### config.mk
export PLATFORM = sky130hd
export DESIGN_NAME = mips32_mem_arbiter
export DESIGN_NICKNAME = d
export VERILOG_FILES = /design/src/rtl/mips32_pkg.sv /design/src/rtl/mips32_arb_prio.sv /design/src/rtl/mips32_mem_arbiter.sv
export SDC_FILE = /design/constraint.sdc
export NUM_CORES = 1
export LEC_CHECK = 0
export CAP_MARGIN = 15
export CORE_AREA = 2 2 80 82
export CTS_BUF_LIST = sky130_fd_sc_hd__clkbuf_8
export DETAILED_ROUTE_END_ITERATION = 10
export DIE_AREA = 0 0 82 84
export HOLD_SLACK_MARGIN = 0.05
export PLACE_DENSITY_LB_ADDON = 0.08
export SKIP_LAST_GASP = 1
export SYNTH_ARGS = -nofsm -noshare
export SYNTH_HDL_FRONTEND = slang
export SYNTH_SLANG_ARGS = --single-unit
export TNS_END_PERCENT = 5
### constraint.sdc
create_clock -name clk -period 2.6 [get_ports clk]
set_clock_uncertainty 0.2 [all_clocks]
set_input_delay 0.65 -clock clk [delete_from_list [all_inputs] [get_ports clk]]
set_output_delay 0.65 -clock clk [all_outputs]
set_load 0.02 [all_outputs]
### src/rtl/mips32_pkg.sv
// -----------------------------------------------------------------------------
// mips32_pkg
//   Shared types for the MIPS32 memory arbiter slice.
//   port_e    : requester identifier used by the grant selector and the
//               response tag (NONE, IF, DM, DBG).
//   rsp_tag_t : one-cycle response tag {port, is_read} used to route
//               mem_rdata back to the requester that issued the read.
// -----------------------------------------------------------------------------
package mips32_pkg;

    typedef enum logic [1:0] {
        PORT_NONE = 2'd0,
        PORT_IF   = 2'd1,
        PORT_DM   = 2'd2,
        PORT_DBG  = 2'd3
    } port_e;

    typedef struct packed {
        port_e port;
        logic  is_read;
    } rsp_tag_t;

    localparam rsp_tag_t RSP_TAG_IDLE = '{port: PORT_NONE, is_read: 1'b0};

endpackage

### src/rtl/mips32_arb_prio.sv
// -----------------------------------------------------------------------------
// mips32_arb_prio
//   Combinational grant selector for the shared memory port.
//   Priority: dbg > (if when starved) > dm > if.
// Ports:
//   if_req_i, dm_req_i, dbg_req_i : request lines (already qualified)
//   starved_i                     : IF has been denied STARVE_LIMIT times
//   sel_o                         : granted port, PORT_NONE when idle
// -----------------------------------------------------------------------------
module mips32_arb_prio
    import mips32_pkg::*;
(
    input  logic  if_req_i,
    input  logic  dm_req_i,
    input  logic  dbg_req_i,
    input  logic  starved_i,
    output port_e sel_o
);

    always_comb begin
        sel_o = PORT_NONE;
        if (dbg_req_i) begin
            sel_o = PORT_DBG;
        end else if (if_req_i && starved_i) begin
            sel_o = PORT_IF;
        end else if (dm_req_i) begin
            sel_o = PORT_DM;
        end else if (if_req_i) begin
            sel_o = PORT_IF;
        end
    end

endmodule

### src/rtl/mips32_mem_arbiter.sv
// -----------------------------------------------------------------------------
// mips32_mem_arbiter
//   Arbitrates an instruction-fetch port (read-only) and a data port onto one
//   single-port synchronous memory. One access per cycle; grant and mem_*
//   are combinational, read data returns on the granting port one cycle later.
// Ports:
//   clk, rst_n                 : clock, asynchronous active-low reset
//   if_req/addr, if_gnt/rvalid/rdata           : instruction fetch port
//   dm_req/we/addr/wdata, dm_gnt/rvalid/rdata  : data port
//   mem_en/we/addr/wdata, mem_rdata            : shared memory port
//   starve_cnt                 : consecutive IF denials (saturating)
//   busy                       : grant issued or read response in flight
// Configuration:
//   MEM_ARB_DBG_PORT_EN        : adds a debug port with absolute priority
// -----------------------------------------------------------------------------
module mips32_mem_arbiter
    import mips32_pkg::*;
#(
    parameter int unsigned ADDR_W       = 10,
    parameter int unsigned DATA_W       = 32,
    parameter int unsigned STARVE_LIMIT = 4
) (
    input  logic                              clk,
    input  logic                              rst_n,
    input  logic                              if_req,
    input  logic [ADDR_W-1:0]                 if_addr,
    output logic                              if_gnt,
    output logic                              if_rvalid,
    output logic [DATA_W-1:0]                 if_rdata,
    input  logic                              dm_req,
    input  logic                              dm_we,
    input  logic [ADDR_W-1:0]                 dm_addr,
    input  logic [DATA_W-1:0]                 dm_wdata,
    output logic                              dm_gnt,
    output logic                              dm_rvalid,
    output logic [DATA_W-1:0]                 dm_rdata,
    output logic                              mem_en,
    output logic                              mem_we,
    output logic [ADDR_W-1:0]                 mem_addr,
    output logic [DATA_W-1:0]                 mem_wdata,
    input  logic [DATA_W-1:0]                 mem_rdata,
`ifdef MEM_ARB_DBG_PORT_EN
    input  logic                              dbg_req,
    input  logic                              dbg_we,
    input  logic [ADDR_W-1:0]                 dbg_addr,
    input  logic [DATA_W-1:0]                 dbg_wdata,
    output logic                              dbg_gnt,
    output logic                              dbg_rvalid,
    output logic [DATA_W-1:0]                 dbg_rdata,
`endif
    output logic [$clog2(STARVE_LIMIT+1)-1:0] starve_cnt,
    output logic                              busy
);

    localparam int unsigned CNT_W = $clog2(STARVE_LIMIT + 1);
    localparam logic [CNT_W-1:0] LIMIT_C = CNT_W'(STARVE_LIMIT);

    logic [CNT_W-1:0] starve_cnt_q, starve_cnt_d;
    rsp_tag_t         tag_q, tag_d;
    port_e            sel;
    logic             dbg_req_w;

`ifdef MEM_ARB_DBG_PORT_EN
    assign dbg_req_w = dbg_req;
`else
    assign dbg_req_w = 1'b0;
`endif

    // Requests are masked while reset is asserted so grants and mem_en
    // drop asynchronously together with the registered state.
    mips32_arb_prio u_prio (
        .if_req_i  (if_req    & rst_n),
        .dm_req_i  (dm_req    & rst_n),
        .dbg_req_i (dbg_req_w & rst_n),
        .starved_i (starve_cnt_q == LIMIT_C),
        .sel_o     (sel)
    );

    always_comb begin
        if_gnt    = 1'b0;
        dm_gnt    = 1'b0;
`ifdef MEM_ARB_DBG_PORT_EN
        dbg_gnt   = 1'b0;
`endif
        mem_en    = 1'b0;
        mem_we    = 1'b0;
        mem_addr  = '0;
        mem_wdata = '0;
        tag_d     = RSP_TAG_IDLE;
        unique case (sel)
            PORT_IF: begin
                if_gnt   = 1'b1;
                mem_en   = 1'b1;
                mem_addr = if_addr;
                tag_d    = '{port: PORT_IF, is_read: 1'b1};
            end
            PORT_DM: begin
                dm_gnt    = 1'b1;
                mem_en    = 1'b1;
                mem_we    = dm_we;
                mem_addr  = dm_addr;
                mem_wdata = dm_wdata;
                tag_d     = '{port: PORT_DM, is_read: !dm_we};
            end
`ifdef MEM_ARB_DBG_PORT_EN
            PORT_DBG: begin
                dbg_gnt   = 1'b1;
                mem_en    = 1'b1;
                mem_we    = dbg_we;
                mem_addr  = dbg_addr;
                mem_wdata = dbg_wdata;
                tag_d     = '{port: PORT_DBG, is_read: !dbg_we};
            end
`endif
            default: ;
        endcase
    end

    always_comb begin
        starve_cnt_d = starve_cnt_q;
        if (!if_req || if_gnt) begin
            starve_cnt_d = '0;
        end else if (starve_cnt_q != LIMIT_C) begin
            starve_cnt_d = starve_cnt_q + 1'b1;
        end
    end

    always_ff @(posedge clk or negedge rst_n) begin
        if (!rst_n) begin
            starve_cnt_q <= '0;
            tag_q        <= RSP_TAG_IDLE;
        end else begin
            starve_cnt_q <= starve_cnt_d;
            tag_q        <= tag_d;
        end
    end

    assign if_rvalid  = tag_q.is_read && (tag_q.port == PORT_IF);
    assign dm_rvalid  = tag_q.is_read && (tag_q.port == PORT_DM);
    assign if_rdata   = if_rvalid ? mem_rdata : '0;
    assign dm_rdata   = dm_rvalid ? mem_rdata : '0;
`ifdef MEM_ARB_DBG_PORT_EN
    assign dbg_rvalid = tag_q.is_read && (tag_q.port == PORT_DBG);
    assign dbg_rdata  = dbg_rvalid ? mem_rdata : '0;
`endif

    assign starve_cnt = starve_cnt_q;
    // A set is_read always names exactly one port, so it covers every rvalid.
    assign busy       = mem_en | tag_q.is_read;

endmodule
# Yosys cells after proc, flatten, opt, wreduce, memory -nomap -nowiden
# Index checks and enable logic that the tools add are counted.
# totals
latch_bits,0
romBits,0
memories,0
mem_bits_rw,0
word_cells,35
ff_bits,6
output_inout_bits,116
# op_classes
div,0
mux,14
n_shift,0
n_bitwise,3
eq_ne,6
multipliers,0
reduce_logical,8
n_lt_le_gt_ge,0
add_sub_neg,1
# op_table
cell,n
$mux 32,3
$pmux 10 s2,1
$mux 3,2
$pmux 3 s2,1
$mux 1,5
$eq 2x1->1 const B,2
$eq 2x2->1 const B,2
$mux 2,2
$add 3x1->3 const B,1
$eq 3x3->1 const B,1
$logic_and 1x1->1,3
$ne 3x3->1 const B,1
$and 1x1->1,2
$logic_not 1->1,2
$reduce_bool 2->1,1
$reduce_or 2->1,1
$logic_or 1x1->1,1
$or 1x1->1,1

# Logic depth before layout (Yosys ltp)
# depth
depth_word,8
ltp_mapped,8
ltp_nobuf,7

# By module
# From an unflattened synthesis, not the netlist that was laid out.
# unflattened
cells_unflattened,169
hier_area_um2,1204.9
# by_module_without_submodules
mod,cells_each,n_inst,area_per_inst_um2,seq_area_each_um2
mips32_mem_arbiter,165,1,1179.9,150.1
mips32_arb_prio,4,1,25.0,0.0

# Worst setup path after synthesis
# No wires, ideal clock.
# synth_timing
path_kind,reg2out
from,register starve_cnt_q[0] (netlist: starve_cnt[0])
to,output mem_addr[0]
path_buffers,1
path_slack_ps,-207
t_arrival_ps,1957
required_ps,1750
path_stages_with_launch,9
path_cell_list,dfrtp_1 > inv_1 > ha_1 > nand3_1 > and3_1 > ha_1 > buf_2 > a22oi_1 > nor2_1
# synth_via
elab_chain_cells,5
word_cells_on_any_way,6
# synth_rtl
item,line_no,text
"start, declared",mips32_mem_arbiter.sv:58,"logic [CNT_W-1:0] starve_cnt_q, starve_cnt_d;"
"start signal, assigned",mips32_mem_arbiter.sv:133,starve_cnt_q <= starve_cnt_d;
$eq 3x3->1 (*),mips32_mem_arbiter.sv:75,".starved_i (starve_cnt_q == LIMIT_C),"
$logic_and 1x1->1 (*),mips32_arb_prio.sv:24,end else if (if_req_i && starved_i) begin
$mux 2 (*),mips32_arb_prio.sv:24,
$eq 2x2->1 / $eq 2x1->1 (equally long branches),mips32_mem_arbiter.sv:90,unique case (sel)
$pmux 10 s2 (*),mips32_mem_arbiter.sv:90,
"end, declared",mips32_mem_arbiter.sv:39,"output logic [ADDR_W-1:0] mem_addr,"
# Every way passes the cells marked *; elsewhere a longest branch is shown, timed or not.

# Worst setup path in the final report
# layout_timing
from,input mem_rdata[23]
to,output dm_rdata[23]
# layout_via
elab_chain_cells,1
# layout_rtl
item,line_no,text
"start, declared",mips32_mem_arbiter.sv:41,"input logic [DATA_W-1:0] mem_rdata,"
$mux 32,mips32_mem_arbiter.sv:141,assign dm_rdata = dm_rvalid ? mem_rdata : '0;
"end, declared",mips32_mem_arbiter.sv:36,"output logic [DATA_W-1:0] dm_rdata,"
# Every way passes these cells.

==> qor.txt <==
run status -> finished, violations left
violated checks -> setup timing
routed wl met2 -> 3580 um
Avg WL per Cell -> 13.6 um
Core Footprint -> 6100 sq um
met1 wire length -> 2430 um
Antenna Nets Post-Route -> 0
ys async rst share -> 100%
initial core utilization -> 19.0%
fill count -> 606
largest net degree at the start of global routing -> 34
Tightest Pin Transition -> 339 ps
Critical Path Source Type -> input port
Sw Pwr -> 0.000279 W
Die Wd -> 82 um
first-pass GRT wire length -> 10000 um
final hold violation count -> 0
layout cells sized above 1 -> 24.9%
Netlist cell types -> 23
I/O Buffers -> 204
Crit. End Element -> output port
clk slew on worst S/H paths -> 40 ps
fmax -> 362 MHz
Final Instance Area -> 3460 sq um
critical path depth -> 4
deepest clock path buffer count -> 2
top-area cell type share of the netlist area -> 24.6%
WL final -> 6790 um
crit-path max FO -> 2
cell taking the most area after synthesis -> nor2_1
DP Worst Slack -> -920 ps
Worst setup startpoint -> mem_rdata[23]
count of warnings emitted by yosys -> 0
Comb pwr share -> 67.3%
crit path time final -> 2760 ps
Pins Over Slew Limit -> 0
Die Span Y -> 84 um
Clock Sinks -> 6
RSZ-0062 raised after global routing -> true
FF-to-FF End -> starve_cnt[0]$_DFFE_PN0P_
Net Sw Frac -> 36.2%
Mapped Cells -> 208
Pwr Total -> 0.000771 W
FF/Latch Area -> 151 sq um
Iteration-0 DRC Markers -> 49
power density cells -> 223 nW/um^2
post-synthesis sequential area ratio -> 13.0%
io pins -> 205
nets -> 517
syn_nets -> 303
max_cap viols -> 0
final setup violation count -> 104
syn avg cell area -> 5.57 sq um
Seq cells post-synth -> 6
Post-synth EDFFs -> 0
Final WS setup -> -161 ps
family with the most delay on the worst path -> buffers and inverters
Area after DPL -> 3430 sq um
Max VDD drop -> 0.126 mV
worst r2r src -> starve_cnt[0]$_DFFE_PN0P_
standard-cell rows -> 29
Total GRT Usage -> 18.5%
Skew-Pair Late Insertion Delay -> 220 ps
Setup crit end -> dm_rdata[23]
HPWL Detailed -> 5490 um
crit-path cells -> clkdlybuf4s50_1 > nand2_1 > nor2_1 > clkdlybuf4s50_1
Top FF cell, synth -> dfrtp_1
Worst path slowest cell -> clkdlybuf4s50_1
clock root buffer master -> clkbuf_8
# diodes -> 0
worst r2r path cells -> 9
post-synthesis instance area -> 1160 sq um
Syn-to-layout area delta -> 199%
Pre-antenna DRT Iters -> 4
Sequential Power Share -> 14.7%
DR vias/cell -> 4.27
via count -> 2127
critical path class -> in -> out
Die ar. -> 6890 sq um
area occupied by multi-input gates -> 1050 sq um
H-tree depth -> 1
Critical path buffers and inverters -> 2
Worst Hold Class -> in -> async
DR DRC count -> 0
most common cell in the netlist -> nor2_1
Fin Hold WS -> 178 ps
initial antenna violation count -> 0
leakage power -> 1.50 nW
top cells by area, synth -> nor2_1 25%, and2_1 18%, dfrtp_1 13%
hold buffer count at cts -> 0
CTS tree -> yes
CP required -> 1750 ps
max_slew headroom -> 77.4%
crit path DAT -> 1910 ps
Clk pwr share -> 18.0%
GR Overflow Total -> 0
Final Wtd Congestion -> 0.732
internal power -> 0.000493 W
uppermost layer routed -> met4
WL met3 -> 747 um
Final period util -> 106%
CTS buffer count -> 3
Critical Path Most Common Cell -> clkdlybuf4s50_1
vias in the first global route -> 2126
delay of the slowest cell on the worst path -> 640 ps
reg2reg setup slack -> 610 ps
Synth top cells by count -> 76 x nor2_1, 36 x nand2_1, 33 x and2_1, 14 x buf_2, 10 x a22oi_1
cells by family (layout without fill, tap and decap cells):
| family | count (synthesis) | in the layout | synth area share [%] |
|---|---|---|---|
| simple gates | 155 | 155 | 59.7 |
| fa+ha+maj | 6 | 6 | 6.48 |
| compound gates | 16 | 16 | 10.3 |
| buf+inv | 23 | 236 | 8.96 |
| xor+xnor | 1 | 1 | 0.756 |
| flops | 6 | 6 | 13.0 |
| mux | 1 | 1 | 0.864 |
power by group through the flow:
stage | Combinational [W] | Clock [W] | Sequential, W
6_report | 0.000519 | 0.000139 | 0.000113
5_1_grt | 0.000556 | 0.000149 | 0.000115
4_1_cts | 0.000521 | 0.000144 | 0.000114
3_5_place_dp | 0.000494 | 0 | 0.000113
3_3_place_gp | 0.000492 | 0 | 0.000113
2_1_floorplan | 0.000181 | 0 | 0.000127
placed cells by master (no fill, tap or decap), types with 2 or more instances in the layout:
cell,netlist,layout
buf_6,0,6
dfrtp_1,6,5
a22oi_2,0,8
inv_2,0,2
buf_2,14,38
inv_1,5,4
nand2_2,0,2
clkbuf_8,0,3
ha_4,0,3
and2_1,33,33
nor2_4,0,4
a22oi_1,10,2
nand2_1,36,34
nand2b_1,3,3
buf_4,0,21
clkdlybuf4s50_1,0,148
buf_12,0,5
dlygate4sd2_1,0,2
nor2_1,76,66
nor2_2,0,6
dlymetal6s2s_1,0,5
ha_1,6,2
metal layers:
metal	GRT usage [%]	up-vias
met3	4.87	4
met5	0	-
met4	2.73	0
li1	-	1068
met1	19.4	924
met2	36.1	131
metrics by stage:
stage / setup TNS (ps) / std cells / utilization, %
after floorplan: -168 / 208 / -
after global placement: -45780 / 489 / 56.2
after detailed placement: -47200 / 489 / 56.2
after CTS: -11130 / 498 / 56.6
after global routing: -17230 / 498 / 56.8
final: -10690 / 498 / 56.8
worst min-delay path by stage:
stage / from / to / depth (start not counted)
6_report: rst_n / starve_cnt[2]$_DFFE_PN0P_ / 2
5_1_grt: rst_n / starve_cnt[2]$_DFFE_PN0P_ / 2
4_1_cts: rst_n / starve_cnt[2]$_DFFE_PN0P_ / 2
3_5_place_dp: starve_cnt[0]$_DFFE_PN0P_ / starve_cnt[0]$_DFFE_PN0P_ / 3
3_3_place_gp: starve_cnt[0]$_DFFE_PN0P_ / starve_cnt[0]$_DFFE_PN0P_ / 3
2_1_floorplan: rst_n / starve_cnt[0]$_DFFE_PN0P_ / 0
worst reg2reg max path, stage by stage (launching register included):
cell and delay [ps]:
dfrtp_2 350, inv_2 40, ha_4 160, nand3_2 70
nand3_1 120, buf_4 150, ha_1 200, buf_4 150
or3b_1 340, mux2i_1 130
final cells by class:
cell class                 count  share of cell area, %
timing repair buffer         227                   60.7
multi-input combinational    179                   30.3
sequential                     6                   4.37
tap                           77                   2.78
clock buffer                   3                   1.19
inverter                       5                  0.542
clock inverter                 1                  0.108
state kept, by name, summed over array words and instances, names as in the netlist:
name,flops
starve_cnt,3
tag_q,3
timing repair:
item	CTS	global route
setup endpoints to repair	111	111
setup buffers	6	0
pin swaps	9	0
resized for setup	242	5
Power figures use the tool's default switching activity.
